`src/rtl/cpu_pkg.sv`:
```
// Shared CPU definitions: instruction NOP encoding, IF-stage FSM states, reset defaults.
// Latency: n/a (types and constants only).
// Backpressure: n/a.
package cpu_pkg;

  localparam int              WORD_ADDR_W_DEF  = 30;
  localparam int              WORD_DATA_W_DEF  = 32;
  localparam logic [29:0]     RESET_VECTOR_DEF = 30'h0;

  // Encoding loaded into IF/ID whenever the entry is a bubble.
  localparam logic [31:0]     ISA_NOP          = 32'h0000_0000;

  typedef enum logic [1:0] {
    ST_IDLE,
    ST_FETCH,
    ST_KILL,
    ST_HOLD
  } if_state_t;

endpackage

```
`src/rtl/if_stage_if.sv`:
```
// Instruction-bus read channel between the fetch stage (master) and instruction memory (slave).
// Latency: a beat completes in the cycle rdy is high while req is high; req/addr are held until then.
// Backpressure: memory stretches a beat by holding rdy low; the master never withdraws a request.
// Signals: req/addr (master->slave), rd_data/rdy (slave->master).
interface if_stage_if
  import cpu_pkg::*;
#(
  parameter int WORD_ADDR_W = WORD_ADDR_W_DEF,
  parameter int WORD_DATA_W = WORD_DATA_W_DEF
) ();

  logic                   req;
  logic [WORD_ADDR_W-1:0] addr;
  logic [WORD_DATA_W-1:0] rd_data;
  logic                   rdy;

  modport master (output req, output addr, input rd_data, input rdy);
  modport slave  (input req, input addr, output rd_data, output rdy);

endinterface

```
`src/rtl/if_reg.sv`:
```
// IF/ID pipeline register: loads a fetched instruction, inserts bubbles, holds under stall, clears on flush.
// Latency: 1 cycle from ld_* to if_*.
// Backpressure: stall freezes the entry; flush overrides stall.
// Ports: clk, reset_ (sync, active-high), stall, flush, ld_en/ld_pc/ld_insn in; if_pc/if_insn/if_en out.
module if_reg
  import cpu_pkg::*;
#(
  parameter int WORD_ADDR_W = WORD_ADDR_W_DEF,
  parameter int WORD_DATA_W = WORD_DATA_W_DEF
) (
  input  logic                   clk,
  input  logic                   reset_,
  input  logic                   stall,
  input  logic                   flush,
  input  logic                   ld_en,
  input  logic [WORD_ADDR_W-1:0] ld_pc,
  input  logic [WORD_DATA_W-1:0] ld_insn,
  output logic [WORD_ADDR_W-1:0] if_pc,
  output logic [WORD_DATA_W-1:0] if_insn,
  output logic                   if_en
);

  localparam logic [WORD_DATA_W-1:0] NOP = WORD_DATA_W'(ISA_NOP);

  always_ff @(posedge clk) begin
    if (reset_) begin
      if_pc   <= '0;
      if_insn <= NOP;
      if_en   <= 1'b0;
    end else if (flush) begin
      if_insn <= NOP;
      if_en   <= 1'b0;
    end else if (!stall) begin
      if (ld_en) begin
        if_pc   <= ld_pc;
        if_insn <= ld_insn;
        if_en   <= 1'b1;
      end else begin
        // Bubble: if_pc keeps its last value, only the valid bit and opcode are meaningful.
        if_insn <= NOP;
        if_en   <= 1'b0;
      end
    end
  end

endmodule

```
`src/rtl/if_stage.sv`:
```
// Instruction fetch stage: PC, instruction-bus read FSM, 1-entry hold buffer, IF/ID register.
// Latency: 1 instruction/cycle with single-cycle rdy; IF/ID updates the edge the beat completes.
// Backpressure: Stall parks a completing beat in the hold buffer and suppresses new requests.
// Ports: clk, reset_ (sync, active-high), Stall, Flush/NewPC, BrTaken/BrAddr, ibus (master),
//        Busy, IFPC/IFInsn/IFEn; with IF_PERF_CNT_EN defined also FetchCnt/BubbleCnt.
module if_stage
  import cpu_pkg::*;
#(
  parameter int                     WORD_ADDR_W  = WORD_ADDR_W_DEF,
  parameter int                     WORD_DATA_W  = WORD_DATA_W_DEF,
  parameter logic [WORD_ADDR_W-1:0] RESET_VECTOR = WORD_ADDR_W'(RESET_VECTOR_DEF)
) (
  input  logic                   clk,
  input  logic                   reset_,
  input  logic                   Stall,
  input  logic                   Flush,
  input  logic [WORD_ADDR_W-1:0] NewPC,
  input  logic                   BrTaken,
  input  logic [WORD_ADDR_W-1:0] BrAddr,
  if_stage_if.master             ibus,
  output logic                   Busy,
  output logic [WORD_ADDR_W-1:0] IFPC,
  output logic [WORD_DATA_W-1:0] IFInsn,
`ifdef IF_PERF_CNT_EN
  output logic [31:0]            FetchCnt,
  output logic [31:0]            BubbleCnt,
`endif
  output logic                   IFEn
);

  localparam logic [WORD_DATA_W-1:0] NOP = WORD_DATA_W'(ISA_NOP);

  if_state_t              state;
  logic [WORD_ADDR_W-1:0] pc;
  logic [WORD_ADDR_W-1:0] pc_nxt;
  logic [WORD_DATA_W-1:0] hold_dat;
  logic                   bus_req;
  logic [WORD_ADDR_W-1:0] bus_addr;
  logic                   fetch_done;
  logic                   ld_en;
  logic                   deliver;
  logic [WORD_DATA_W-1:0] ld_dat;

  assign ibus.req  = bus_req;
  assign ibus.addr = bus_addr;
  assign Busy      = bus_req & ~ibus.rdy;

  // An instruction is available for IF/ID either straight off the bus or from the parked beat.
  assign fetch_done = (state == ST_FETCH) && ibus.rdy;
  assign ld_en      = fetch_done || (state == ST_HOLD);
  assign deliver    = ld_en && !Flush && !Stall;
  assign ld_dat     = (state == ST_HOLD) ? hold_dat : ibus.rd_data;

  // Branch wins over sequential advance, but the instruction delivered this cycle still goes
  // through (delay slot).
  assign pc_nxt = BrTaken ? BrAddr : (deliver ? pc + WORD_ADDR_W'(1) : pc);

  always_ff @(posedge clk) begin
    if (reset_) begin
      state    <= ST_IDLE;
      pc       <= RESET_VECTOR;
      hold_dat <= NOP;
      bus_req  <= 1'b0;
      bus_addr <= RESET_VECTOR;
    end else if (Flush) begin
      pc      <= NewPC;
      bus_req <= 1'b1;
      // A beat still in flight must be drained before the new address may go out; bus_addr
      // stays on the old address for the ST_KILL wait.
      if ((state == ST_FETCH || state == ST_KILL) && !ibus.rdy) begin
        state <= ST_KILL;
      end else begin
        state    <= ST_FETCH;
        bus_addr <= NewPC;
      end
    end else if (Stall) begin
      case (state)
        ST_IDLE: begin
          state    <= ST_FETCH;
          bus_req  <= 1'b1;
          bus_addr <= pc;
        end
        ST_FETCH: if (ibus.rdy) begin
          state    <= ST_HOLD;
          bus_req  <= 1'b0;
          hold_dat <= ibus.rd_data;
        end
        ST_KILL: if (ibus.rdy) begin
          state    <= ST_FETCH;
          bus_addr <= pc;
        end
        default: ;
      endcase
    end else begin
      pc <= pc_nxt;
      case (state)
        ST_IDLE, ST_HOLD: begin
          state    <= ST_FETCH;
          bus_req  <= 1'b1;
          bus_addr <= pc_nxt;
        end
        ST_FETCH: begin
          if (ibus.rdy) begin
            bus_addr <= pc_nxt;
          end else if (BrTaken) begin
            // The pending beat belongs to the fall-through path; drain and drop it.
            state <= ST_KILL;
          end
        end
        ST_KILL: if (ibus.rdy) begin
          state    <= ST_FETCH;
          bus_addr <= pc_nxt;
        end
        default: ;
      endcase
    end
  end

  if_reg #(
    .WORD_ADDR_W (WORD_ADDR_W),
    .WORD_DATA_W (WORD_DATA_W)
  ) u_if_reg (
    .clk     (clk),
    .reset_  (reset_),
    .stall   (Stall),
    .flush   (Flush),
    .ld_en   (ld_en),
    .ld_pc   (pc),
    .ld_insn (ld_dat),
    .if_pc   (IFPC),
    .if_insn (IFInsn),
    .if_en   (IFEn)
  );

`ifdef IF_PERF_CNT_EN
  logic cnt_fetch;
  logic cnt_bubble;

  assign cnt_fetch  = deliver;
  assign cnt_bubble = Flush || (!Stall && !ld_en);

  always_ff @(posedge clk) begin
    if (reset_) begin
      FetchCnt  <= '0;
      BubbleCnt <= '0;
    end else begin
      if (cnt_fetch && (FetchCnt != 32'hFFFF_FFFF))   FetchCnt  <= FetchCnt + 32'd1;
      if (cnt_bubble && (BubbleCnt != 32'hFFFF_FFFF)) BubbleCnt <= BubbleCnt + 32'd1;
    end
  end
`endif

endmodule

```
`src/flat_wrapper.sv`:
```
// flat-port wrapper written by rule: the top's interface ports become plain ports
module if_stage_flat import cpu_pkg::*;
#(
  parameter int                     WORD_ADDR_W  = WORD_ADDR_W_DEF,
  parameter int                     WORD_DATA_W  = WORD_DATA_W_DEF,
  parameter logic [WORD_ADDR_W-1:0] RESET_VECTOR = WORD_ADDR_W'(RESET_VECTOR_DEF)
)
  (clk, reset_, Stall, Flush, NewPC, BrTaken, BrAddr, Busy, IFPC, IFInsn, IFEn, ibus_req, ibus_addr, ibus_rd_data, ibus_rdy);
  if_stage_if #(.WORD_ADDR_W(WORD_ADDR_W), .WORD_DATA_W(WORD_DATA_W)) ibus_i ();
  input  logic clk;
  input  logic reset_;
  input  logic Stall;
  input  logic Flush;
  input  logic [WORD_ADDR_W-1:0] NewPC;
  input  logic BrTaken;
  input  logic [WORD_ADDR_W-1:0] BrAddr;
  output logic Busy;
  output logic [WORD_ADDR_W-1:0] IFPC;
  output logic [WORD_DATA_W-1:0] IFInsn;
  output logic IFEn;
  output wire logic [$bits(ibus_i.req)-1:0] ibus_req;
  output wire logic [$bits(ibus_i.addr)-1:0] ibus_addr;
  input wire logic [$bits(ibus_i.rd_data)-1:0] ibus_rd_data;
  input wire logic [$bits(ibus_i.rdy)-1:0] ibus_rdy;
  assign ibus_req = ibus_i.req;
  assign ibus_addr = ibus_i.addr;
  assign ibus_i.rd_data = ibus_rd_data;
  assign ibus_i.rdy = ibus_rdy;
  if_stage #(.WORD_ADDR_W(WORD_ADDR_W), .WORD_DATA_W(WORD_DATA_W), .RESET_VECTOR(RESET_VECTOR)) u_core (.clk(clk), .reset_(reset_), .Stall(Stall), .Flush(Flush), .NewPC(NewPC), .BrTaken(BrTaken), .BrAddr(BrAddr), .ibus(ibus_i), .Busy(Busy), .IFPC(IFPC), .IFInsn(IFInsn), .IFEn(IFEn));
endmodule
```
`config.mk`:
```
export PLATFORM = sky130hd
export DESIGN_NAME = if_stage_flat
export DESIGN_NICKNAME = d
export VERILOG_FILES = /design/src/rtl/cpu_pkg.sv /design/src/rtl/if_stage_if.sv /design/src/rtl/if_reg.sv /design/src/rtl/if_stage.sv /design/src/flat_wrapper.sv
export SDC_FILE = /design/constraint.sdc
export NUM_CORES = 1
export LEC_CHECK = 0
export BUFFER_PORTS_ARGS = -buffer_cell sky130_fd_sc_hd__buf_4
export CAP_MARGIN = 5
export CORE_ASPECT_RATIO = 0.6
export CORE_MARGIN = 5
export CORE_UTILIZATION = 50
export CTS_CLUSTER_DIAMETER = 200
export DETAILED_ROUTE_END_ITERATION = 12
export HOLD_SLACK_MARGIN = 0.03
export PLACE_DENSITY = 0.79
export RECOVER_POWER = 25
export REMOVE_ABC_BUFFERS = 1
export SYNTH_ARGS = -nofsm -noshare
export SYNTH_HDL_FRONTEND = slang
export SYNTH_SLANG_ARGS = --single-unit
```
`constraint.sdc`:
```
create_clock -name clk -period 5.9 [get_ports clk]
set_clock_uncertainty 0.05 [all_clocks]
set_input_delay 1.77 -clock clk [delete_from_list [all_inputs] [get_ports clk]]
set_output_delay 1.77 -clock clk [all_outputs]
set_load 0.02 [all_outputs]
```
==> impl_results.md <==
- Critical R2R Capture: u_core.ibus.addr[27]$_SDFFE_PP0P_
- DRT iter0 DRCs: 668
- Die height: 102 um
- Synth warnings: 0
- Core area: 13800 um^2
- Postcts setup bufs: 0
- Die ar.: 16800 um^2
- Die Wd: 164 um
- Clock share of power: 42.9%
- Dpl cells: 1237
- Sw Pwr: 761 uW
- Run status: completed
- Sw frac: a little over a quarter
- CP most frequent cell: buf_4
- First-pass GRT wire length: roughly 35 mm
- Routed wl met3: about 1.8 mm
- TritonCTS Buffers: 17
- Layout Cells excl Fill: roughly 1300
- Clk Latency, worst-skew pair: 410 ps
- Reg2Reg Depth: 7
- WP data required: 4080 ps
- FF+latch count, synth: approximately 160
- Startpoint class of the critical path: primary input
- Hold-fix buffers at CTS: 0
- Synth unique cells: 52
- DP Area: 8610 um^2
- Total number of vias: 7064
- Met2 wire len: 9.38 mm
- Critical Path AT: 2200 ps
- Internal Pwr Total: 2.06 mW
- Filler cells: 1277
- Initial Util: 51.6%
- Final WL: 22.0 mm
- Share of the synthesized area in the top cell type: 44.4%
- Pre-Repair DR Iteration Count: 5
- Worst-Margin Slew: slightly above 900 ps
- Sequential Power Share: a little over two fifths
- # rows: 33
- Vias per cell: between 5 and 6
- Largest net degree at the start of global routing: 86
- # DRC: 0
- Worst hold path class: reg -> reg
- Mapped Cells: 914
- Io pins: 193
- Fmax: 249 MHz
- Highest Signal Layer: met4
- # H-tree levels: 4
- Vias in the first global route: 6697
- Logic pwr share: 15.3%
- CTS Sinks: roughly 160
- Clock-pin slew on the worst setup and hold paths: ~60 ps
- GRT Total Usage: 26.0%
- Synth area leader: dfxtp_1
- Pwr Total: 2.82 mW
- Hold Vio Cnt, Final: 0
- Final setup fails: 0
- Met1 wire length: 10.5 mm
- Crit-path slowest cell: buf_4
- Fin area: 9020 um^2
- Root Buffer: clkbuf_16
- Placer Congestion: 0.950
- Ant diodes: 0
- Synthesis-to-layout area growth: 26.8%
- Initial antenna violation count: 0
- Max-Cap Viols: 0
- Ranking of synthesized cells by area: dfxtp_1, nand2_1, nor2_1
- RSZ-0062 raised after global routing: no
- Largest delay contributor family on the critical path: buffers and inverters
- Worst hold start: u_core.u_if_reg.if_pc[2]$_SDFFE_PP0P_
- Share of cells above drive strength 1: 16.7%
- Crit path buffers/inverters: 2
- Largest stage delay, worst path: 160 ps
- Setup ws final: 1880 ps
- Multi-input gate area: 3650 um^2
- Power per cell area: between 300 and 400 nW/um^2
- Synthesized area per cell: 7.79 um^2
- Final period util: 68.1%
- Worst Setup End Kind: primary output
- Cell Area, Synth: 7120 um^2
- Kind of critical path: in -> out
- Main synth FF type: dfxtp_1
- IO buf count: 192
- Worst-path fanout max: 12
- Number of flops mapped to enable cells by yosys: 0
- Worst Hold Depth: 2
- Crit path cell chain: buf_4 -> nor2b_1 -> buf_4
- CTS tree: built
- Peak VDD IR: 0.000186 V
- Dpl ws: 1510 ps
- Bufs on Longest Clock Path: 2
- DR WL/cell: 17.4 um
- Crit path time final: just over 4000 ps
- Asr flop ratio synth: 0%
- Max-slew violations: 0
- Nets: 1167
- Hold endpoint: u_core.u_if_reg.if_pc[2]$_SDFFE_PP0P_
- Setup TNS: 0 ps
- Gr ovfl total: 0
- Register area: 3160 um^2
- Register area share after synthesis: approximately 44%
- Static leakage: 3.40 nW
- HPWL Detailed: 15.4 mm
- Antenna-violating nets left: 0
- Flop-to-flop setup slack: 3000 ps
- Post_cts resized: 0
- Worst r2r src: u_core.state[0]$_SDFFE_PP0P_
- Slew headroom: 38.6%
==> cell type report <==
type	instances	area share, %
inverter	8	0.333
multi-input combinational	676	40.5
clock inverter	12	2.32
sequential	158	35.1
tap	192	2.66
timing repair buffer	203	14.3
clock buffer	18	4.87
==> cell usage in the layout, fill, tap and decap left out, drive strengths merged, types with 4 or more instances in the layout <==
master | netlist | routed
a211oi | 26 | 26
a21o | 4 | 4
a21oi | 101 | 101
a221oi | 13 | 13
a22oi | 15 | 15
and3 | 9 | 9
buf | 9 | 140
bufinv | 0 | 5
clkbuf | 63 | 81
dfxtp | 158 | 158
ha | 5 | 5
inv | 8 | 11
mux2i | 38 | 38
nand2 | 158 | 158
nand2b | 8 | 8
nand3 | 13 | 13
nand4 | 12 | 12
nor2 | 156 | 156
nor2b | 6 | 6
nor3 | 16 | 16
nor4 | 4 | 4
o21ai | 16 | 16
o22ai | 16 | 16
xnor2 | 11 | 11
xor2 | 5 | 5
==> stage by stage <==
step / hold slack (ps) / utilization (%)
after floorplan: 380 / -
after global placement: 391 / 62.4
after detailed placement: 396 / 62.4
after CTS: 405 / 67.1
after global routing: 422 / 65.4
final: 403 / 65.4
==> worst register-to-register path, delay by kind of cell (launching register included) <==
family	cells	cell delay [ps]
and+or+nand+nor	3	1180
AOI/OAI and AO/OA	3	720
DFF	1	410
adders and majority gates	1	390
==> metal layers <==
metal	vias up	GRT usage (%)
met5	-	0
met4	0	6.70
met3	24	6.33
met2	273	38.6
met1	3306	38.1
li1	3461	-
==> registers in the layout, indices dropped and copies added, names as in the netlist <==
register,count
u_core.hold_dat,32
u_core.u_if_reg.if_insn,32
u_core.ibus.addr,30
u_core.pc,30
u_core.u_if_reg.if_pc,30
u_core.state,2
u_core.ibus.req,1
u_core.u_if_reg.if_en,1
==> cell usage after synthesis, types with 4 or more instances <==
cell      instances
inv_1             8
o21ai_0          16
buf_1             7
nand2_1         158
a211oi_1         26
o22ai_1          16
and3_1            9
a21oi_1         101
dfxtp_1         158
a221oi_1         13
nor3_1           16
nand3_1          13
nor2b_1           6
a21o_1            4
nor2_1          156
nor4_1            4
nand2b_1          8
xor2_1            5
a22oi_1          15
mux2i_1          38
nand4_1          12
ha_1              5
xnor2_1          11
clkbuf_1         63
==> worst max path at each step <==
stage,to,slack (ps),from,depth (start not counted)
finish,Busy,1880,ibus_rdy,3
global route,u_core.ibus.addr[24]$_SDFFE_PP0P_,1800,Stall,6
CTS,Busy,1870,ibus_rdy,3
detailed placement,u_core.ibus.addr[24]$_SDFFE_PP0P_,1510,Stall,6
global placement,u_core.ibus.addr[24]$_SDFFE_PP0P_,1530,Stall,6
floorplan,u_core.ibus.addr[6]$_SDFFE_PP0P_,1200,ibus_rdy,6
==> power groups by stage <==
stage	clock network [mW]	logic (mW)	registers, mW
finish	1.21	0.430	1.18
detailed placement	0	0.445	1.20
CTS	1.22	0.447	1.18
floorplan	0	0.195	1.23
global placement	0	0.438	1.20
global route	1.27	0.471	1.19
==> cell families (layout without fill, tap and decap cells) <==
family	Yosys count	after routing	share of synthesized area, %
AND/OR/NAND/NOR	400	400	23.9
AO/OA/AOI/OAI	217	217	19.1
flip-flops	158	158	44.4
buffers and inverters	80	241	4.34
multiplexers	38	38	5.34
XOR/XNOR	16	16	1.97
adder cells (fa/ha/maj)	5	5	0.879
Power figures use the tool's default switching activity.
